===== src/rtl/demux_stream_router.sv =====
`default_nettype none
// ============================================================================
// Module   : demux_stream_router
// Brief    : Packet-atomic 1-to-N valid/ready stream demultiplexer. Locks the
//            destination on the first beat of each packet and steers every
//            beat through a one-entry output register to that channel.
//            Optional macro DEMUX_PKTCNT_EN enables per-channel 16-bit
//            completed-packet counters on pkt_cnt (tied to zero otherwise).
// Revision : 1.0 - initial release
// ============================================================================
module demux_stream_router #(
  parameter int DATA_W = 8,
  parameter int N_OUT  = 4,
  localparam int SEL_W = $clog2(N_OUT)
) (
  input  logic                clk,
  input  logic                rst_n,
  input  logic                in_valid,
  output logic                in_ready,
  input  logic [DATA_W-1:0]   in_data,
  input  logic                in_last,
  input  logic [SEL_W-1:0]    in_dest,
  output logic [N_OUT-1:0]    out_valid,
  input  logic [N_OUT-1:0]    out_ready,
  output logic [DATA_W-1:0]   out_data,
  output logic                out_last,
  output logic                busy,
  output logic [SEL_W-1:0]    cur_dest,
  output logic [16*N_OUT-1:0] pkt_cnt
);

  localparam logic [N_OUT-1:0] c_onehot_base = {{(N_OUT-1){1'b0}}, 1'b1};

  typedef enum logic [0:0] {
    S_IDLE = 1'b0,
    S_PKT  = 1'b1
  } state_t;

  state_t              r_state;
  logic [SEL_W-1:0]    r_cur_dest;
  logic [SEL_W-1:0]    r_dest;
  logic [DATA_W-1:0]   r_data;
  logic                r_last;
  logic                r_full;

  logic                w_leave;
  logic                w_accept;
  logic [SEL_W-1:0]    w_eff_dest;

  // The register carries its own destination, so only that channel's ready
  // can drain it; a draining register can accept a new beat in the same cycle.
  assign w_leave    = r_full & out_ready[r_dest];
  assign in_ready   = ~r_full | out_ready[r_dest];
  assign w_accept   = in_valid & in_ready;
  assign w_eff_dest = (r_state == S_IDLE) ? in_dest : r_cur_dest;

  // Packet framing: lock destination on the first beat, release on last.
  always_ff @(posedge clk or negedge rst_n) begin
    if (!rst_n) begin
      r_state    <= S_IDLE;
      r_cur_dest <= '0;
    end else if (w_accept) begin
      if (r_state == S_IDLE) begin
        r_cur_dest <= in_dest;
        r_state    <= in_last ? S_IDLE : S_PKT;
      end else if (in_last) begin
        r_state    <= S_IDLE;
      end
    end
  end

  // One-entry output register; data/last stay stale once drained.
  always_ff @(posedge clk or negedge rst_n) begin
    if (!rst_n) begin
      r_full <= 1'b0;
      r_data <= '0;
      r_last <= 1'b0;
      r_dest <= '0;
    end else if (w_accept) begin
      r_full <= 1'b1;
      r_data <= in_data;
      r_last <= in_last;
      r_dest <= w_eff_dest;
    end else if (w_leave) begin
      r_full <= 1'b0;
    end
  end

  assign out_valid = r_full ? (c_onehot_base << r_dest) : '0;
  assign out_data  = r_data;
  assign out_last  = r_last;
  assign busy      = (r_state == S_PKT);
  assign cur_dest  = r_cur_dest;

`ifdef DEMUX_PKTCNT_EN
  generate
    for (genvar d = 0; d < N_OUT; d++) begin : g_pkt_cnt
      logic [15:0] r_cnt;

      // Count packets as their last beat leaves toward channel d; wraps freely.
      always_ff @(posedge clk or negedge rst_n) begin
        if (!rst_n) begin
          r_cnt <= '0;
        end else if (w_leave && r_last && (r_dest == SEL_W'(d))) begin
          r_cnt <= r_cnt + 16'd1;
        end
      end

      assign pkt_cnt[16*d +: 16] = r_cnt;
    end
  endgenerate
`else
  assign pkt_cnt = '0;
`endif

endmodule
`default_nettype wire


===== config.mk =====
export PLATFORM = sky130hd
export DESIGN_NAME = demux_stream_router
export DESIGN_NICKNAME = d
export VERILOG_FILES = /design/src/rtl/demux_stream_router.sv
export SDC_FILE = /design/constraint.sdc
export NUM_CORES = 1
export LEC_CHECK = 0
export ABC_AREA = 0
export BUFFER_PORTS_ARGS = -buffer_cell sky130_fd_sc_hd__buf_2
export CORE_ASPECT_RATIO = 0.7
export CORE_MARGIN = 1.5
export CORE_UTILIZATION = 37
export DETAILED_ROUTE_END_ITERATION = 6
export HOLD_SLACK_MARGIN = 0.06
export PLACE_DENSITY_LB_ADDON = 0.15
export SLEW_MARGIN = 20
export SYNTH_ARGS = -nofsm -noshare
export SYNTH_HDL_FRONTEND = slang
export SYNTH_SLANG_ARGS = --single-unit

===== constraint.sdc =====
create_clock -name clk -period 1.89 [get_ports clk]
set_clock_uncertainty 0.1 [all_clocks]
set_input_delay 0.0945 -clock clk [delete_from_list [all_inputs] [get_ports clk]]
set_output_delay 0.0945 -clock clk [all_outputs]
set_load 0.02 [all_outputs]

==> impl_metrics.env <==
export IMPL_grt_start_max_net_pins=14
export IMPL_sw_frac_of_total=0.435
export IMPL_p_leak_nw=0.730
export IMPL_hold_violations=0
export IMPL_hold_class="in2async"
export IMPL_reg2reg_from="r_dest[1]"
export IMPL_fin_cells=192
export IMPL_synth_top_cell_by_area="buf_4"
export IMPL_final_period_utilization=0.926
export IMPL_r2r_cells=3
export IMPL_setup_violations=0
export IMPL_clockPowerShare=0.146
export IMPL_layout_common_cells="conb_1, buf_2, dfrtp_1, dlygate4sd3_1, mux2_4"
export IMPL_antenna_found_initial=0
export IMPL_drc=0
export IMPL_p_int_uw=967
export IMPL_ys_warnings_count=0
export IMPL_drive_above_1_share=0.333
export IMPL_cts_root_buf="clkbuf_8"
export IMPL_gp_congestion=0.634
export IMPL_rows=16
export IMPL_worstPathMaxFanout=10
export IMPL_wirelength_um=1680
export IMPL_multiInputGateArea_um2=510
export IMPL_diodes=0
export IMPL_cts_buffer_depth=2
export IMPL_die_area_um2=3310
export IMPL_power_density_nw_per_um2=1380
export IMPL_fillers=295
export IMPL_switchingPower_uw=745
export IMPL_syn_to_final_growth_pct=13.1
export IMPL_num_nets_final=175
export IMPL_regArea_um2=325
export IMPL_vias=653
export IMPL_final_common_cell="conb_1"
export IMPL_fmax_mhz=571
export IMPL_path_class="reg2reg"
export IMPL_syn_area_um2=1100
export IMPL_comb_power_share=0.554
export IMPL_clock_sinks=13
export IMPL_grt_usage=0.100
export IMPL_pin_count=99
export IMPL_slew_violations=0
export IMPL_start_kind="flop"
export IMPL_status="finished clean"
export IMPL_wl_per_cell_um=8.76
export IMPL_start_util=0.392
export IMPL_setup_tns_ns=0
export IMPL_cp_arrival_ns=1.78
export IMPL_synth_avg_cell_area_um2=10.4
export IMPL_cts_tree="yes"
export IMPL_hpwl_um=1250
export IMPL_cp_startpoint="r_dest[1]"
export IMPL_grt_first_pass_wirelength_um=2410
export IMPL_drtAntennaViolNets=0
export IMPL_fin_crit_ns=1.75
export IMPL_synth_top_cell_area_share=0.438
export IMPL_h_tree_depth=1
export IMPL_cap_viol_max_count=0
export IMPL_coreArea_um2=2800
export IMPL_yosysSeqAreaShare=0.296
export IMPL_drt_first_pass_iters=2
export IMPL_synth_seq_cells=13
export IMPL_ys_types=18
export IMPL_dpl_cell_count=175
export IMPL_yosys_top_cells_area="buf_4, dfrtp_1, mux2_4"
export IMPL_clkTransAtPathRegs_ns=0.06
export IMPL_drt_initial_drc_count=6
export IMPL_dieWidth_um=68.1
export IMPL_vias_per_cell=3.40
export IMPL_peakVddDrop_v=0.000663
export IMPL_hold_ws_ns=0.161
export IMPL_first_global_vias=526
export IMPL_cp_end_kind="flop"
export IMPL_crit_required_ns=1.92
export IMPL_rsz0062_at_grt="false"
export IMPL_portBuffers=34
export IMPL_die_h_um=48.6
export IMPL_clock_latency_ns=0.24
export IMPL_power_frac_seq=0.300
export IMPL_overflow=0
export IMPL_cts_buffers=3
export IMPL_syn_inst=106
worst max-delay path: stages (launching register included):
cell,delay [ns]
dfrtp_1,0.45
mux2i_1,0.18
a221o_2,0.56
mux2_4,0.34
cell usage after synthesis:
| library cell | number |
|---|---|
| inv_1 | 2 |
| nand2_1 | 1 |
| and2b_2 | 2 |
| conb_1 | 1 |
| a22oi_1 | 1 |
| nor2b_1 | 1 |
| mux2i_1 | 3 |
| and2_1 | 1 |
| a221oi_1 | 1 |
| nand2b_1 | 1 |
| a221o_1 | 1 |
| and2_2 | 1 |
| buf_6 | 1 |
| and3_2 | 1 |
| mux2_1 | 2 |
| dfrtp_1 | 13 |
| buf_4 | 64 |
| mux2_4 | 9 |
worst paths after layout:
check | slack [ns] | end
max | 0.14 | out_last
min | 0.16 | out_last
max reg2reg | 0.14 | out_last
min reg2reg | 0.41 | out_data[5]
max in group asynchronous | 1.30 | r_dest[0]
min in group clk | 0.22 | r_full
sequential cells by signal, indices dropped and copies added (netlist names):
signal,count
out_last,1
busy,1
r_full,1
r_dest,2
out_data,8
layout make-up:
cell class              count  share of cell area
multi-input cells          89               0.411
flip-flops and latches     13               0.262
repair buffers             48               0.248
clock buffers               4              0.0363
well taps                  36              0.0363
inverters                   2             0.00605
metrics by stage:
step	setup WS (ns)	cell area (um^2)	utilization	power, mW
floorplan	0.181	1330	-	1.29
global placement	-0.0395	1060	0.380	1.44
detailed placement	-0.0523	1060	0.380	1.45
CTS	0.136	1240	0.443	1.73
global route	0.0537	1240	0.443	1.81
finish	0.139	1240	0.443	1.71
kinds of logic after synthesis:
kind of cell / share of synthesized area
buf+inv: 0.455
mux: 0.171
flops: 0.296
simple gates: 0.0502
compound gates: 0.0239
other cells: 0.00342
power by group through the flow:
stage | Clock [mW] | Combinational, mW | Sequential [mW]
3_3_place_gp | 0 | 0.927 | 0.517
3_5_place_dp | 0 | 0.931 | 0.515
2_1_floorplan | 0 | 0.627 | 0.668
5_1_grt | 0.273 | 1.01 | 0.536
6_report | 0.250 | 0.948 | 0.514
4_1_cts | 0.260 | 0.951 | 0.515
metal layers:
layer | global-route usage | wire length [um]
met5 | 0 | 0
met4 | 0.0200 | 0
met3 | 0.0512 | 157
met2 | 0.155 | 868
met1 | 0.124 | 657
what timing repair did:
action / in CTS / in global routing
setup buffers: 0 / 0
resized for setup: 1 / 0
hold endpoints to repair: 26 / 0
hold buffers: 13 / 0
setup endpoints to repair: 9 / 0
Power figures use the tool's default switching activity.
